===== src/rtl/cla_result_accumulator.sv =====
// rtl/cla_result_accumulator.sv - sums a programmed number of 5-bit CLA results into a wide accumulator
module cla_result_accumulator #(
   parameter int ACC_W = 12,
   parameter int CNT_W = 4
) (
   input  logic             i_clk,
   input  logic             i_rst,
   input  logic             i_start,
   input  logic [CNT_W-1:0] i_count,
   input  logic             i_valid,
   output logic             o_ready,
   input  logic [4:0]       i_result,
   output logic             o_valid,
   input  logic             i_ack,
   output logic [ACC_W-1:0] o_sum,
   output logic             o_ovf,
   output logic             o_busy
);

   typedef enum logic [1:0] {
      IDLE  = 2'd0,
      ACCUM = 2'd1,
      DONE  = 2'd2
   } state_t;

   state_t             state;
   logic [ACC_W-1:0]   acc;
   logic               ovf;
   logic [CNT_W-1:0]   remaining;
   logic               beat;
   logic [ACC_W:0]     acc_next;

   // o_ready is only ever high while in ACCUM, so this is the ACCUM transfer
   assign beat     = i_valid && o_ready;

   // One extra bit above the accumulator captures the carry out of bit ACC_W-1
   assign acc_next = {1'b0, acc} + {{(ACC_W-4){1'b0}}, i_result};

   // The held total is the accumulator itself; it only changes on a beat or a new job
   assign o_sum = acc;
   assign o_ovf = ovf;

   // Job sequencing; handshake outputs are registered alongside the state they describe
   always_ff @(posedge i_clk or posedge i_rst) begin
      if (i_rst) begin
         state     <= IDLE;
         acc       <= '0;
         ovf       <= 1'b0;
         remaining <= '0;
         o_ready   <= 1'b0;
         o_valid   <= 1'b0;
         o_busy    <= 1'b0;
      end else begin
         case (state)
            IDLE: begin
               if (i_start) begin
                  acc       <= '0;
                  ovf       <= 1'b0;
                  remaining <= i_count;
                  o_busy    <= 1'b1;
                  if (i_count == '0) begin
                     state   <= DONE;
                     o_valid <= 1'b1;
                  end else begin
                     state   <= ACCUM;
                     o_ready <= 1'b1;
                  end
               end
            end
            ACCUM: begin
               if (beat) begin
                  acc       <= acc_next[ACC_W-1:0];
                  ovf       <= ovf | acc_next[ACC_W];
                  remaining <= remaining - 1'b1;
                  if (remaining == {{(CNT_W-1){1'b0}}, 1'b1}) begin
                     state   <= DONE;
                     o_ready <= 1'b0;
                     o_valid <= 1'b1;
                  end
               end
            end
            DONE: begin
               // acc and ovf stay untouched so the total survives into IDLE
               if (i_ack) begin
                  state   <= IDLE;
                  o_valid <= 1'b0;
                  o_busy  <= 1'b0;
               end
            end
            default: begin
               state   <= IDLE;
               o_ready <= 1'b0;
               o_valid <= 1'b0;
               o_busy  <= 1'b0;
            end
         endcase
      end
   end

endmodule


===== config.mk =====
export PLATFORM = sky130hd
export DESIGN_NAME = cla_result_accumulator
export DESIGN_NICKNAME = d
export VERILOG_FILES = /design/src/rtl/cla_result_accumulator.sv
export SDC_FILE = /design/constraint.sdc
export NUM_CORES = 1
export LEC_CHECK = 0
export ABC_AREA = 1
export CAP_MARGIN = 30
export CORE_ASPECT_RATIO = 1.75
export CORE_MARGIN = 3
export CORE_UTILIZATION = 47
export DETAILED_ROUTE_END_ITERATION = 6
export PLACE_DENSITY = 0.83
export SKIP_CTS_REPAIR_TIMING = 1
export SYNTH_ARGS = -nofsm -noshare
export SYNTH_HDL_FRONTEND = slang
export SYNTH_SLANG_ARGS = --single-unit

===== constraint.sdc =====
create_clock -name i_clk -period 2.11 [get_ports i_clk]
set_clock_uncertainty 0.2 [all_clocks]
set_input_delay 0.211 -clock i_clk [delete_from_list [all_inputs] [get_ports i_clk]]
set_output_delay 0.211 -clock i_clk [all_outputs]
set_load 0.01 [all_outputs]

==> metrics <==
Tightest Pin Transition=371 ps; final wirelength=2.99 mm; Diodes inserted=0; final setup vio count=0; WL/cell=12.0 um; core area=0.00275 mm2; CTS tree=yes; unrepaired setup endpoints after global routing=false; Rel. slew slack=75.2%; Reg2Reg Launch Point=o_sum[0]; nets@finish=244; P per Cell Area=485 mW/mm2; Final Hold Fails=0; largest net degree at the start of global routing=23; Global Route Usage Sum=18.9%; initial antenna violation count=0; starting density of the core=50.6%; Hold WC Path Type=primary input to async pin; die width=47.1 um; r2r setup slk=170 ps; CP startpoint kind=flop; Mapped Avg Cell Area=7.49 um2; maximum vdd ir drop=0.537 mV; Setup CP Type=flop to flop; CTS HTree Levels=1; Crit path arrival time=1910 ps; Port Buffers=29; Final Cycle Share=92.2%; synthesis-stage register bit count=22; sequential share of the synthesized area=39.5%; nature of the critical path endpoint=flop; Die H=78.0 um; Cell Rows=25; fin crit period=1940 ps; Critical Path RT=2080 ps; DIE AREA=0.00368 mm2; fin cells=248; placed instance count=244; cells after synthesis=186; FILL cells=255; Setup crit start=o_sum[0]; Worst Reg-to-Reg Cells=10; Root Driver=clkbuf_8; MaxCap Viol Count=0; Max Slew Vio Count=0; CTS clk-pin slew, worst paths=90 ps; fraction of layout cells with a size suffix above 1=9.50%; final instance area=0.00180 mm2; Layout area overhead=29.4%; reg2reg end=o_sum[10]; CTS buffer count=3; Synth cell types=29; grt ovf=0; hold_ws=73.8 ps; Static Leakage=0.978 nW; IO Count=30; Worst setup endpoint=o_sum[10]; mapped cell area=0.00139 mm2; Final HPWL DP=2.32 mm; post-route ant nets=0; Fin Setup TNS=0 ps; Via Count=1,338; worst-case clock buffer depth=2; Placed Instance Area=0.00173 mm2; Worst-Skew Late Latency=270 ps; initial drt markers=43; vias in the first global route=1,267; status=finished, final reports clean; Synth warnings=0; Initial DRT Pass Iterations=6; first-pass GRT wire length=5.26 mm; syn nets=208; GPL Wtd Cong=0.871; Max Fclk=514 MHz; Via density=5.40; DRC Markers=0; Worst Path Max Fanout=5; # clock sinks=22
==> cells in the final DEF (no fill, tap or decap), drive strengths merged, types with 2 or more instances in the layout <==
cell type / instances
nor3: 2
o21ai: 12
buf: 5
o211ai: 2
a21oi: 5
nor2: 24
nand3b: 2
nand2: 57
inv: 23
clkbuf: 3
nand3: 15
o22ai: 2
dfrtp: 22
ha: 7
nand4: 4
clkdlybuf4s50: 29
==> sequential cells by signal (all words and copies together) (netlist names) <==
register / flops
o_sum: 12
remaining: 4
state: 2
o_busy: 1
o_ovf: 1
o_ready: 1
o_valid: 1
==> worst min path at each step <==
stage                     startpoint            to  slack [ps]  cells after the start
after floorplan                i_rst        o_busy         0.2                      1
after global routing           i_rst       o_valid          90                      3
after detailed placement      o_busy        o_busy         260                      2
after CTS                      i_rst  remaining[2]          80                      3
after global placement        o_busy        o_busy         270                      2
final                          i_rst  remaining[2]          70                      3
==> stage by stage <==
step	worst slack, ps	total power [mW]	utilization [%]
3_5_place_dp	-40.4	0.482	62.9
4_1_cts	186	0.883	65.5
6_report	165	0.874	65.5
5_1_grt	27.7	0.898	65.5
3_3_place_gp	-9.61	0.481	62.9
2_1_floorplan	251	0.448	-
==> routing by layer <==
layer | part of all wire (%) | GRT usage (%) | vias to the layer above
met4 | 1.7 | 7.48 | 0
met2 | 54 | 33.4 | 32
li1 | - | - | 671
met1 | 41 | 21.8 | 629
met5 | 0 | 0 | -
met3 | 3.1 | 1.62 | 6
==> synthesized netlist by cell type <==
| cell type | n | area (um2) |
|---|---|---|
| nor2_1 | 20 | 75.1 |
| xnor2_1 | 1 | 8.76 |
| nand3b_1 | 2 | 15.0 |
| nor2_2 | 3 | 18.8 |
| inv_1 | 21 | 78.8 |
| a21oi_1 | 5 | 25.0 |
| dfrtp_1 | 22 | 551 |
| o2bb2ai_1 | 1 | 8.76 |
| nor2_4 | 1 | 11.3 |
| nand3_1 | 13 | 65.1 |
| o21ai_0 | 6 | 30.0 |
| o21ai_1 | 6 | 30.0 |
| o22ai_1 | 2 | 12.5 |
| nand2_2 | 2 | 12.5 |
| nand4_1 | 4 | 25.0 |
| nand2_1 | 54 | 203 |
| nand2_4 | 1 | 11.3 |
| a21boi_1 | 1 | 7.51 |
| nor3_1 | 2 | 10.0 |
| o31ai_2 | 1 | 12.5 |
| inv_2 | 2 | 7.51 |
| buf_4 | 1 | 7.51 |
| ha_1 | 7 | 87.6 |
| buf_2 | 1 | 5.00 |
| nand3_2 | 2 | 20.0 |
| fa_1 | 1 | 20.0 |
| o21bai_1 | 1 | 7.51 |
| buf_6 | 1 | 11.3 |
| o211ai_1 | 2 | 15.0 |
==> layout make-up <==
type,count,area (um2),area share [%]
Multi-Input combinational cell,138,732,40.6
Tap cell,27,33.8,1.87
Clock buffer,3,41.3,2.29
Sequential cell,22,551,30.6
Timing Repair Buffer,34,328,18.2
Inverter,23,86.3,4.79
Clock inverter,1,30.0,1.67
==> worst max-delay path, stage by stage (launching register included) <==
cell and delay [ps]:
dfrtp_1 400, ha_1 210, fa_1 400, nand2_1 100, nand2_1 70, nand3b_1 90
nand2_1 120, nand3_2 100, nand2_1 50, nand2_1 70, nor2_2 30
==> kinds of logic (layout without fill, tap and decap cells) <==
group	Yosys count	in the layout	synth area share [%]
xor gates and xnor gates	1	1	0.629
buffers and inverters	26	61	7.91
adders and majority gates	8	8	7.73
and+or+nand+nor	104	104	33.5
DFF	22	22	39.5
AOI/OAI and AO/OA	25	25	10.7
==> where the power goes <==
group / total (mW) / internal [mW] / switching [mW]
logic: 0.0521 / 0.0284 / 0.0237
clock network: 0.401 / 0.254 / 0.147
registers: 0.421 / 0.421 / 0
No activity file was read; power rests on OpenSTA's default activity.
